$ cat src/rtl/button_event_arbiter.sv
// Classifies per-button press/release pulses into SHORT/LONG/DOUBLE gestures and
// arbitrates them round-robin onto a single valid/ready event port.
//
// state     | meaning
// IDLE      | released, no gesture in progress
// PRESSED   | first press held, counting ticks toward LONG
// LONG_HELD | LONG already reported, waiting for release
// WAIT_2ND  | released after a short press, waiting for a second press
// PRESSED2  | second press held, DOUBLE reported on release
module button_event_arbiter #(
  parameter int N_BTN      = 4,
  parameter int CLK_PER_MS = 100000,
  parameter int LONG_MS    = 1000,
  parameter int DBL_MS     = 300,
  parameter int ID_W       = 2
) (
  input  logic             clk,
  input  logic             reset_n,
  input  logic [N_BTN-1:0] btn_pe,
  input  logic [N_BTN-1:0] btn_ne,
  output logic             evt_valid,
  input  logic             evt_ready,
  output logic [ID_W-1:0]  evt_id,
  output logic [1:0]       evt_type,
  output logic [N_BTN-1:0] hold_active,
  output logic [N_BTN-1:0] ovf
);

  localparam int PW = (CLK_PER_MS > 1) ? $clog2(CLK_PER_MS) : 1;
  localparam logic [15:0] LONG_CNT = 16'(LONG_MS);
  localparam logic [15:0] DBL_CNT  = 16'(DBL_MS);
  localparam logic [1:0] T_SHORT  = 2'b01;
  localparam logic [1:0] T_LONG   = 2'b10;
  localparam logic [1:0] T_DOUBLE = 2'b11;

  typedef enum logic [2:0] {
    IDLE      = 3'd0,
    PRESSED   = 3'd1,
    LONG_HELD = 3'd2,
    WAIT_2ND  = 3'd3,
    PRESSED2  = 3'd4
  } state_t;

  logic [PW-1:0]    presc_q;
  logic             tick;
  state_t           state_q [N_BTN];
  state_t           state_d [N_BTN];
  logic [15:0]      cnt_q [N_BTN];
  logic [15:0]      cnt_d [N_BTN];
  logic [N_BTN-1:0] pe_ok, ne_ok;
  logic [N_BTN-1:0] emit;
  logic [1:0]       emit_type [N_BTN];
  logic [N_BTN-1:0] pend_v_q;
  logic [1:0]       pend_type_q [N_BTN];
  logic [ID_W-1:0]  rr_q, grant_idx;
  logic             grant_any, load;

  function automatic logic [15:0] sat_inc(input logic [15:0] v);
    return (v == 16'hFFFF) ? v : v + 16'd1;
  endfunction

  assign tick = (presc_q == PW'(CLK_PER_MS - 1));

  always_ff @(posedge clk or negedge reset_n) begin
    if (!reset_n)  presc_q <= '0;
    else if (tick) presc_q <= '0;
    else           presc_q <= presc_q + PW'(1);
  end

  // A simultaneous press and release on one button is treated as noise.
  assign pe_ok = btn_pe & ~btn_ne;
  assign ne_ok = btn_ne & ~btn_pe;

  always_comb begin
    for (int i = 0; i < N_BTN; i++) begin
      state_d[i]     = state_q[i];
      cnt_d[i]       = cnt_q[i];
      emit[i]        = 1'b0;
      emit_type[i]   = T_SHORT;
      hold_active[i] = 1'b0;
      case (state_q[i])
        IDLE: begin
          if (pe_ok[i]) begin
            state_d[i] = PRESSED;
            cnt_d[i]   = '0;
          end
        end
        PRESSED: begin
          hold_active[i] = 1'b1;
          if (ne_ok[i]) begin
            state_d[i] = WAIT_2ND;
            cnt_d[i]   = '0;
          end else if (tick) begin
            cnt_d[i] = sat_inc(cnt_q[i]);
            if (sat_inc(cnt_q[i]) == LONG_CNT) begin
              emit[i]      = 1'b1;
              emit_type[i] = T_LONG;
              state_d[i]   = LONG_HELD;
            end
          end
        end
        LONG_HELD: begin
          hold_active[i] = 1'b1;
          if (ne_ok[i]) state_d[i] = IDLE;
        end
        WAIT_2ND: begin
          if (pe_ok[i]) begin
            state_d[i] = PRESSED2;
          end else if (tick) begin
            cnt_d[i] = sat_inc(cnt_q[i]);
            if (sat_inc(cnt_q[i]) == DBL_CNT) begin
              emit[i]      = 1'b1;
              emit_type[i] = T_SHORT;
              state_d[i]   = IDLE;
            end
          end
        end
        PRESSED2: begin
          hold_active[i] = 1'b1;
          if (ne_ok[i]) begin
            emit[i]      = 1'b1;
            emit_type[i] = T_DOUBLE;
            state_d[i]   = IDLE;
          end
        end
        default: state_d[i] = IDLE;
      endcase
    end
  end

  always_ff @(posedge clk or negedge reset_n) begin
    if (!reset_n) begin
      for (int i = 0; i < N_BTN; i++) begin
        state_q[i] <= IDLE;
        cnt_q[i]   <= '0;
      end
    end else begin
      for (int i = 0; i < N_BTN; i++) begin
        state_q[i] <= state_d[i];
        cnt_q[i]   <= cnt_d[i];
      end
    end
  end

  // Round-robin search starts one past the last granted button.
  always_comb begin : rr_pick
    logic [ID_W-1:0] cand;
    cand      = '0;
    grant_any = 1'b0;
    grant_idx = '0;
    for (int k = 1; k <= N_BTN; k++) begin
      cand = ID_W'((int'(rr_q) + k) % N_BTN);
      if (!grant_any && pend_v_q[cand]) begin
        grant_any = 1'b1;
        grant_idx = cand;
      end
    end
  end

  assign load = (!evt_valid || evt_ready) && grant_any;

  always_ff @(posedge clk or negedge reset_n) begin
    if (!reset_n) begin
      pend_v_q <= '0;
      ovf      <= '0;
      for (int i = 0; i < N_BTN; i++) pend_type_q[i] <= 2'b00;
    end else begin
      for (int i = 0; i < N_BTN; i++) begin
        if (emit[i]) begin
          pend_v_q[i]    <= 1'b1;
          pend_type_q[i] <= emit_type[i];
          if (pend_v_q[i] && !(load && grant_idx == ID_W'(i))) ovf[i] <= 1'b1;
        end else if (load && grant_idx == ID_W'(i)) begin
          pend_v_q[i] <= 1'b0;
        end
      end
    end
  end

  always_ff @(posedge clk or negedge reset_n) begin
    if (!reset_n) begin
      evt_valid <= 1'b0;
      evt_id    <= '0;
      evt_type  <= 2'b00;
      rr_q      <= '0;
    end else if (load) begin
      evt_valid <= 1'b1;
      evt_id    <= grant_idx;
      evt_type  <= pend_type_q[grant_idx];
      rr_q      <= grant_idx;
    end else if (evt_ready) begin
      evt_valid <= 1'b0;
    end
  end

endmodule

$ cat config.mk
export PLATFORM = sky130hd
export DESIGN_NAME = button_event_arbiter
export DESIGN_NICKNAME = d
export VERILOG_FILES = /design/src/rtl/button_event_arbiter.sv
export SDC_FILE = /design/constraint.sdc
export NUM_CORES = 1
export LEC_CHECK = 0
export CAP_MARGIN = 20
export CORE_MARGIN = 4
export CORE_UTILIZATION = 65
export CTS_CLUSTER_DIAMETER = 50
export DETAILED_ROUTE_END_ITERATION = 12
export GPL_ROUTABILITY_DRIVEN = 0
export PLACE_DENSITY_LB_ADDON = 0.25
export SLEW_MARGIN = 10
export SYNTH_ARGS = -nofsm -noshare
export SYNTH_HDL_FRONTEND = slang
export SYNTH_SLANG_ARGS = --single-unit
$ cat constraint.sdc
create_clock -name clk -period 8.9 [get_ports clk]
set_input_delay 1.335 -clock clk [delete_from_list [all_inputs] [get_ports clk]]
set_output_delay 1.335 -clock clk [all_outputs]
set_load 0.01 [all_outputs]
==> impl_results.md, run 1 <==
* Outcome: finished, final reports clean
* Share of the synthesized area in the top cell type at 35.6%
* Clock Root Buffer: clkbuf_16
* Die Span Y at 119 um
* Final nets at 989
* Post-synth cell types at 68
* Startpoint Class: flip-flop
* Vias in the first global route at 6924
* Level count of the clock H-tree at 4
* Initial antenna violation count at 0
* Fmax achieved at 281 MHz
* Relative max-transition margin at 36.0%
* First-pass GRT wire length at 32.8 mm
* Final setup fails at 0
* Hold_buf cts at 0
* Core ar. at 12100 sq um
* Yosys reg bits at 114
* Sw Share at 28.9%
* Postcts setup bufs at 0
* Area leader, netlist: dfrtp_1
* Ports at 24
* DRT iter0 DRCs at 767
* Max clock buf depth at 2
* CP max FO at 8
* Area of the multi-input gates at 4840 sq um
* DRT Pass-1 Iters at 5
* Largest net degree at the start of global routing at 60
* Vias at 7419
* Initial Utilization at 66.5%
* Power per cell area at 186 nW/um^2
* RSZ-0062 raised after global routing: no
* TritonCTS clock tree: yes
* Synthesized instance count at 989
* TritonCTS buffer count at 17
* Mean Syn Cell Area at 8.10 sq um
* Total track usage at 27.7%
* Setup TNS at 0 ps
* Worst Tran Pin Value at 953 ps
* Top-count cell post-synth: nor2_1
* Wire per inst at 16.4 um
* WL final at 18.9 mm
* # resized after CTS at 0
* Std-Cell Rows at 40
* Seq pwr share at 37.8%
* Antenna Cells at 0
* Maxcap violations at 0
* Sink Count at 114
* Final Cycle Share at 40.0%
* Slew Viols, Final at 0
* Fin crit period at 3560 ps
* Die ar. at 14200 sq um
* Filler Cells Inserted at 911
* Post-placement setup slack at 5200 ps
* Crit path DAT at 3850 ps
* Mapped Nets at 1005
* Setup ws final at 5340 ps
* Hold Vio Cnt, Final at 0
* Clock latency on the worst-skew pair at 420 ps
* YS warnings at 0
* Internal at 1.18 mW
* Number of synthesized flops with an enable pin at 0
* Power share of the clock group at 42.6%
* Seq/Total Area, Yosys at 35.6%
* Top cells by area, synth: dfrtp_1 (36%), nor2_1 (6.2%), xor2_1 (4.2%), nand2_1 (4.1%), xnor2_1 (3.7%)
* Share of cells above drive strength 1 at 5.48%
* Final Hold Slack at 479 ps
* Asr flop ratio synth at 100%
* CP Class: flip-flop to flip-flop
* Sequential cell area at 2850 sq um
* Post-route DRC at 0
* Worst vdd ir at 0.190 mV
* Leakage at 3.52 nW
* Most frequent cells after synthesis: nor2_1 (133), dfrtp_1 (114), nand2_1 (87)
* Req. time, crit path at 9200 ps
* Hold crit path type: flip-flop to flip-flop
* CTS clk-pin slew, worst paths at 50 ps
* DRT antenna net count at 0
* Routed vias/inst at 6.43
* Synth Flop Type: dfrtp_1
* GRT overflow at 0
* CP endpoint kind: flip-flop
* Final setup skew at 5.31 ps
* Synth-to-Final Area Change at 10.8%
* Post-detail-place hpwl at 12.9 mm
* Sw power at 478 uW
* Port Buffers at 23
* Comb pwr share at 19.6%
* Post-Syn Area at 8020 sq um
* DIE WIDTH at 119 um
==> logic make-up (layout without fill, tap and decap cells) <==
| family | Yosys count | in the layout | synth area share, % |
|---|---|---|---|
| compound gates | 188 | 188 | 15.8 |
| xor+xnor | 72 | 72 | 7.87 |
| fa+ha+maj | 5 | 5 | 0.781 |
| buf+inv | 87 | 83 | 4.21 |
| flops | 114 | 114 | 35.6 |
| mux | 29 | 29 | 3.72 |
| simple gates | 494 | 494 | 32.1 |
==> worst paths after layout <==
path                           startpoint             end  slack, ps  cells after the start
hold reg to reg            pend_type_q[6]  pend_type_q[6]        480                      1
min in group asynchronous         reset_n       cnt_q[57]        960                      1
max in group asynchronous         reset_n      state_q[5]       6770                      2
setup reg to reg                cnt_q[16]      state_q[3]       5340                      8
hold / removal             pend_type_q[6]  pend_type_q[6]        480                      1
setup / recovery                cnt_q[16]      state_q[3]       5340                      8
==> power by group through the flow <==
stage,Combinational (mW),Sequential (mW),Clock (mW)
after floorplan,0.243,0.591,0
after CTS,0.324,0.622,0.713
after detailed placement,0.320,0.631,0
final,0.325,0.625,0.705
after global placement,0.315,0.630,0
after global routing,0.366,0.632,0.739
==> state kept, by name (all words and copies together) (netlist names) <==
register,cells
cnt_q,64
presc_q,17
state_q,12
pend_type_q,8
ovf,4
pend_v_q,4
evt_type,2
rr_q,2
evt_valid,1
==> placed cells by master, fill, tap and decap left out, types with 5 or more instances in the layout <==
cell / netlist / routed
nand2b_1: 13 / 13
a311oi_1: 8 / 8
or3_1: 11 / 11
clkbuf_16: 0 / 17
a211oi_1: 7 / 7
nand3_1: 53 / 53
xor2_1: 38 / 38
nand3b_1: 11 / 11
nand4_1: 33 / 33
nor4b_1: 6 / 6
mux2i_1: 23 / 23
xnor2_1: 34 / 34
a21oi_1: 47 / 47
and4_1: 11 / 11
nor4_1: 20 / 19
and3_1: 28 / 28
ha_1: 5 / 5
a31oi_1: 9 / 9
nor2_1: 133 / 133
o21a_1: 5 / 5
mux2_2: 6 / 6
nor3_1: 41 / 40
a211o_1: 10 / 10
inv_1: 21 / 21
and2_1: 8 / 8
o22ai_1: 9 / 9
clkdlybuf4s50_1: 0 / 22
o21ai_0: 36 / 36
buf_4: 0 / 9
nor2b_1: 15 / 15
a21o_1: 6 / 6
nand2_1: 87 / 87
dfrtp_1: 114 / 114
==> layout make-up <==
class	instances	share of cell area, %
Clock inverter	9	1.45
Timing Repair Buffer	31	3.24
Clock buffer	22	5.45
Tap cell	168	2.37
Sequential cell	114	32.1
Multi-Input combinational cell	788	54.5
Inverter	21	0.888
==> stage by stage <==
step,std cells,power [mW],utilization (%),cell area [sq um]
global route,1153,1.74,73.6,8880
global placement,1121,0.944,68.5,8260
finish,1153,1.65,73.6,8880
floorplan,989,0.834,-,8020
CTS,1152,1.66,73.5,8870
detailed placement,1121,0.951,68.5,8260
==> metal layers <==
| metal | up-vias | part of all wire [%] | wire (um) | GRT usage, % |
|---|---|---|---|---|
| met5 | - | 0 | 0 | 0 |
| met4 | 0 | 2.1 | 399 | 9.12 |
| met3 | 51 | 6.6 | 1240 | 5.79 |
| met2 | 289 | 45 | 8460 | 42.6 |
| met1 | 3511 | 46 | 8770 | 39.1 |
| li1 | 3568 | - | - | - |
==> worst max-delay path, cell delays in order (launching register included) <==
cell and delay (ps):
dfrtp_1 480, ha_1 350, nand3_4 160, or4_1 700, or3_1 360, a2111o_1 420
nor4_4 450, a21oi_2 120, or3_1 380
(Power assumes the default switching activity.)
==> inputs of run 2 (changes only) <==
CORE_UTILIZATION = 63   (was 65)
clock period = 3.3 ns   (was 8.9 ns; I/O delays follow)
==> run 2 against run 1 <==
Compared with the run above:
- combinational power grew to 2.7 times the previous value
- count of clock-buffer cells in the layout shrank 2
- utilization grew 0.23 points
- via count grew 2.2%
==> impl_results.md, run 2 (synthesis gave the netlist of run 1 again) <==
* Top reg by flops: cnt_q
* Commonest cells after routing, fill and taps aside: nor2_1 (133), dfrtp_1 (114), nand2_1 (87)
* Level count of the clock H-tree at 4 (unchanged)
* Final Cycle Share at 94.7% (+55 points)
* Final setup fails at 0 (unchanged)
* Sw Share at 29.9% (+1.0 points)
* Critical path, cell by cell: ha_1, nand3_4, or4_1, or3_1, a2111o_1, nor4_4, a21oi_2, or3_1
* Worst Tran Pin Value at 921 ps (-32.4 ps)
* DRT Pass-1 Iters at 8 (+3)
* Antenna Cells at 0 (unchanged)
* Wire per inst at 16.5 um (+1.0%)
* Met3 Usage GRT at 6.78% (+0.99 points)
* DIE WIDTH at 121 um (+1.5%)
* RSZ-0062 raised after global routing: no
* R2r worst-path depth at 8 (unchanged)
* # resized after CTS at 0 (unchanged)
* Fin crit period at 3130 ps (-430 ps)
* Initial antenna violation count at 0 (unchanged)
* Final nets at 1010 (+2.1%)
* Slew Viols, Final at 0 (unchanged)
* Synth-to-Final Area Change at 12.5%
* Postcts setup bufs at 0 (unchanged)
* Leakage at 3.60 nW (+2.2%)
* Ports at 24 (unchanged)
* Worst path top cell family by delay: simple AND/OR/NAND/NOR gates
* Slowest CP cell: or4_1
* Max clock buf depth at 2 (unchanged)
* CP endpoint kind: flip-flop
* M2 GR Usage at 42.4% (-0.20 points)
* Largest net degree at the start of global routing at 75 (+25%)
* CP max stage delay at 550 ps (-150 ps)
* CTS clk-pin slew, worst paths at 60 ps (about the same)
* Initial Utilization at 65.6% (-0.82 points)
* Vias at 7579 (+2.2%)
* Die Span Y at 121 um (+1.5%)
* Power share of the clock group at 41.6% (-1.0 points)
* Share of cells above drive strength 1 at 7.65% (+2.2 points)
* Vias in the first global route at 7012 (+1.3%)
* FF-to-FF Start: cnt_q[17]
* Port Buffers at 23 (unchanged)
* Hold crit path type: primary input to async pin
* WL final at 19.4 mm (+3.0%)
* Post-placement setup slack at 185 ps (-5010 ps)
* Core ar. at 12200 sq um (+1.2%)
* DRT antenna net count at 0 (unchanged)
* Post-route DRC at 0 (unchanged)
* CP Class: flip-flop to flip-flop
* Cells after DPL at 1143 (+2.0%)
* Worst reg2reg setup slack at 170 ps (-5170 ps)
* Final setup skew at 10.3 ps (+4.97 ps)
* RR Endpoint: state_q[3]
* TritonCTS clock tree: yes
* DRT iter0 DRCs at 988 (+29%)
* Die ar. at 14600 sq um (+3.0%)
* Clock Root Buffer: clkbuf_16
* Hold_buf cts at 0 (unchanged)
* First-pass GRT wire length at 33.3 mm (+1.7%)
* Maxcap violations at 0 (unchanged)
* Seq pwr share at 38.5% (+0.7 points)
* Routed vias/inst at 6.45 (+0.24%)
* Hold Vio Cnt, Final at 0 (unchanged)
* Outcome: finished, final reports clean
* Most used routing layer in global routing: met2
* Worst vdd ir at 0.398 mV (+110%)
* Post-detail-place hpwl at 13.4 mm (+4.0%)
* Req. time, crit path at 3600 ps (-5600 ps)
* Clock latency on the worst-skew pair at 430 ps (about the same)
* Internal at 3.07 mW (+160%)
* Crit path DAT at 3430 ps (-420 ps)
* Final cell count without fillers at 1175 (+1.9%)
* TritonCTS buffer count at 17 (unchanged)
* CP max FO at 8 (unchanged)
* Setup ws final at 174 ps (-5170 ps)
* Total track usage at 27.9% (+0.29 points)
* Worst path bufs/invs at 0 (unchanged)
* Sw power at 1.31 mW (+170%)
* Std-Cell Rows at 40 (unchanged)
* Commonest non-fill, non-tap cell in the layout: nor2_1
* Relative max-transition margin at 38.6% (+2.7 points)
* Max FFs per register at 64 (unchanged)
* Comb pwr share at 19.9% (+0.3 points)
* Routing usage on met1 at 37.7% (-1.4 points)
* Regs by FF count: cnt_q x64, presc_q x17, state_q x12
* CP most frequent cell: or3_1
* Setup TNS at 0 ps (unchanged)
* Startpoint Class: flip-flop
* Sink Count at 114 (unchanged)
* Fmax achieved at 320 MHz (+14%)
* GRT overflow at 0 (unchanged)
* Power per cell area at 486 nW/um^2 (+160%)
## run 2: changes by cell type in the layout (fill, tap and decap cells not counted)
cell and delta:
buf_4 +21, clkinvlp_4 +4, clkbuf_8 -2, bufinv_16 -1
clkinv_2 -1, inv_6 +1, nor3_1 -1, nor3_2 +1
## run 2: per-layer routing
| metal | wire (um) | vias to the layer above |
|---|---|---|
| met2 | 8690 | 392 |
| met3 | 1620 | 85 |
| met1 | 8440 | 3491 |
| met5 | 0 | - |
| met4 | 681 | 0 |
| li1 | - | 3611 |
## run 2: worst max-delay path by stage
stage | start | end | slack [ps] | cells past startpoint
after floorplan | cnt_q[16] | state_q[3] | 150 | 9
after global placement | cnt_q[17] | state_q[3] | 250 | 8
after detailed placement | cnt_q[17] | state_q[3] | 180 | 8
after CTS | cnt_q[17] | state_q[3] | 190 | 8
after global routing | cnt_q[17] | state_q[3] | 20 | 8
final | cnt_q[17] | state_q[3] | 170 | 8
## run 2: layout make-up
cell class                      instances  area, sq um
Sequential cell                       114         2850
Inverter                               21         78.8
Fill cell                             908         3190
Timing Repair Buffer                   52          445
Multi-Input combinational cell        788         4840
Clock buffer                           20          457
Tap cell                              168          210
Clock inverter                         12          133
## run 2: metrics by stage
step	power (mW)	hold WS (ps)	util [%]	instance area [sq um]
2_1_floorplan	2.25	199	-	8020
3_3_place_gp	2.56	471	69.0	8430
3_5_place_dp	2.57	482	69.0	8430
4_1_cts	4.40	247	73.8	9020
5_1_grt	4.60	279	73.8	9020
6_report	4.38	186	73.8	9020
## run 2: power groups by stage
stage                     clock network [mW]  registers (mW)  logic, mW
after global routing                    1.92            1.71      0.978
after global placement                     0            1.70      0.855
after CTS                               1.84            1.68      0.875
final                                   1.82            1.68      0.872
after floorplan                            0            1.59      0.654
after detailed placement                   0            1.70      0.868
==> inputs of run 3 (changes only) <==
CORE_ASPECT_RATIO = 1.25   (was default)
==> run 3 against run 2 <==
Compared with the run above:
- utilization shrank 0.29 points
- first-iteration DRC count shrank 28%
- hold slack lost 83 ps
- via count shrank 0.65%
- register-to-register slack gained 60 ps
- die area is essentially flat
- global-route usage grew 0.61 points
- cell area grew 0.58%
- wire length shrank 0.11%
- sequential cell count is the same
- critical path depth is the same
- largest power group unchanged
==> impl_results.md, run 3 (synthesis gave the netlist of run 1 again) <==
* Outcome: finished, final reports clean
* Port Buffers at 23 (unchanged)
* DRT Pass-1 Iters at 6 (-2)
* Maxcap violations at 0 (unchanged)
* Vias at 7530 (-0.65%)
* DR WL met3 at 1.03 mm (-36%)
* Max FFs per register at 64 (unchanged)
* Leakage at 3.64 nW (+1.2%)
* CTS clk-pin slew, worst paths at 50 ps (about the same)
* Power per cell area at 501 nW/um^2 (+3.3%)
* Antenna Cells at 0 (unchanged)
* Final setup fails at 0 (unchanged)
* Clock Root Buffer: clkbuf_16
* Setup TNS at 0 ps (unchanged)
* GRT overflow at 0 (unchanged)
* Post-route DRC at 0 (unchanged)
* Seq pwr share at 37.1% (-1.4 points)
* Vias in the first global route at 7264 (+3.6%)
* Met2 routed wirelength at 9.56 mm (+10%)
* Routed vias/inst at 6.43 (-0.31%)
* Die Span Y at 134 um (+11%)
* Slew Viols, Final at 0 (unchanged)
* DRT iter0 DRCs at 714 (-28%)
* Worst Tran Pin Value at 804 ps (-116 ps)
* WL final at 19.4 mm (-0.11%)
* R2r worst-path depth at 8 (unchanged)
* Largest net degree at the start of global routing at 53 (-29%)
* Final cell count without fillers at 1171 (-0.34%)
* Hold_buf cts at 0 (unchanged)
* # resized after CTS at 0 (unchanged)
* Sink Count at 114 (unchanged)
* Startpoint Class: flip-flop
* Hold Vio Cnt, Final at 0 (unchanged)
* DRT antenna net count at 0 (unchanged)
* Comb pwr share at 19.2% (-0.7 points)
* Top reg by flops: cnt_q
* Max Used Layer: met4
* Hold crit path type: primary input to async pin
* Postcts setup bufs at 0 (unchanged)
* TritonCTS clock tree: yes
* Fmax achieved at 326 MHz (+2.1%)
* Worst vdd ir at 0.373 mV (-6.1%)
* Die ar. at 14600 sq um (about the same)
* Final setup skew at 6.36 ps (-3.91 ps)
* Req. time, crit path at 3600 ps (about the same)
* Post-detail-place hpwl at 13.5 mm (+0.90%)
* Share of cells above drive strength 1 at 7.45% (-0.20 points)
* Sw power at 1.27 mW (-2.6%)
* Power share of the clock group at 43.7% (+2.1 points)
* Crit path DAT at 3360 ps (-70 ps)
* First-pass GRT wire length at 34.1 mm (+2.2%)
* WL met1 at 8.14 mm (-3.6%)
* TritonCTS buffer count at 17 (unchanged)
* CP max stage delay at 580 ps (+30 ps)
* Core ar. at 12300 sq um (+0.97%)
* Final nets at 1011 (+0.099%)
* Worst Setup EP: state_q[3]
* CP max FO at 8 (unchanged)
* Std-Cell Rows at 45 (+13%)
* Commonest cells after routing, fill and taps aside: nor2_1 (133), dfrtp_1 (114), nand2_1 (87)
* CP Class: flip-flop to flip-flop
* FF-to-FF Start: cnt_q[17]
* Commonest non-fill, non-tap cell in the layout: nor2_1
* RR Endpoint: state_q[3]
* Level count of the clock H-tree at 4 (unchanged)
* Fin crit period at 3060 ps (-63.4 ps)
* Critical path, cell by cell: ha_1, nand3_4, or4_1, or3_1, a2111o_1, nor4_4, a21oi_2, or3_1
* Initial Utilization at 65.0% (-0.63 points)
* Synth-to-Final Area Change at 13.2%
* Relative max-transition margin at 46.1% (+7.5 points)
* Clock latency on the worst-skew pair at 420 ps (about the same)
* Wire per inst at 16.6 um (+0.23%)
* CP most frequent cell: or3_1
* Ports at 24 (unchanged)
* CP endpoint kind: flip-flop
* Worst reg2reg setup slack at 240 ps (+60 ps)
* Slowest CP cell: or4_1
* DIE WIDTH at 109 um (-9.9%)
* Max clock buf depth at 2 (unchanged)
* Initial antenna violation count at 0 (unchanged)
* Internal at 3.27 mW (+6.6%)
* RSZ-0062 raised after global routing: no
* Cells after DPL at 1140 (-0.26%)
* Total track usage at 28.6% (+0.61 points)
* Regs by FF count: cnt_q x64, presc_q x17, state_q x12
* Sw Share at 28.0% (-1.9 points)
* Crit path from: cnt_q[17]
* Final Cycle Share at 92.8% (-1.9 points)
## run 3: changes by cell type in the layout (fill, tap and decap cells not counted)
cell and delta:
clkinvlp_4 -4, bufinv_16 +3, clkinv_2 +2, buf_12 +1
clkbuf_1 +1, clkbuf_8 -1, clkinv_4 -1, inv_6 -1
nor3_1 +1, nor3_2 -1
## run 3: worst min path at each step
stage | startpoint | to | cells after the start
floorplan | reset_n | cnt_q[0] | 0
global placement | presc_q[0] | presc_q[0] | 1
detailed placement | presc_q[0] | presc_q[0] | 1
CTS | reset_n | cnt_q[48] | 1
global route | reset_n | cnt_q[49] | 1
finish | reset_n | cnt_q[48] | 1
## run 3: metrics by stage
step                      worst slack, ps  total power [mW]  cell area (sq um)  util (%)  hold slack, ps
final                                 237              4.55               9070      73.6             103
after global routing                 54.2              4.76               9070      73.6             161
after CTS                             124              4.58               9070      73.6             131
after detailed placement              190              2.58               8440      68.4             484
after global placement                272              2.56               8440      68.4             476
after floorplan                       146              2.25               8020         -             199
## run 3: critical path: cells and delay by family (launching register included)
family,cells,cell delay [ps]
fa+ha+maj,1,250
flops,1,440
simple gates,5,1700
compound gates,2,550
## run 3: final cells by class
| cell class | instances | area [sq um] |
|---|---|---|
| multi-input combinational | 788 | 4840 |
| fill | 925 | 3260 |
| sequential | 114 | 2850 |
| timing repair buffer | 53 | 465 |
| clock buffer | 20 | 447 |
| tap | 164 | 205 |
| clock inverter | 11 | 185 |
| inverter | 21 | 78.8 |
## run 3: per-layer routing
metal | global-route usage (%) | vias up
met3 | 5.68 | 81
met4 | 12.3 | 0
met2 | 46.8 | 279
li1 | - | 3613
met5 | 0 | -
met1 | 36.4 | 3557
## run 3: power by group through the flow
stage,clock [mW],sequential (mW),combinational (mW)
after floorplan,0,1.59,0.654
after global placement,0,1.70,0.856
after detailed placement,0,1.71,0.874
after CTS,2.01,1.68,0.881
after global routing,2.08,1.71,0.973
final,1.99,1.69,0.871
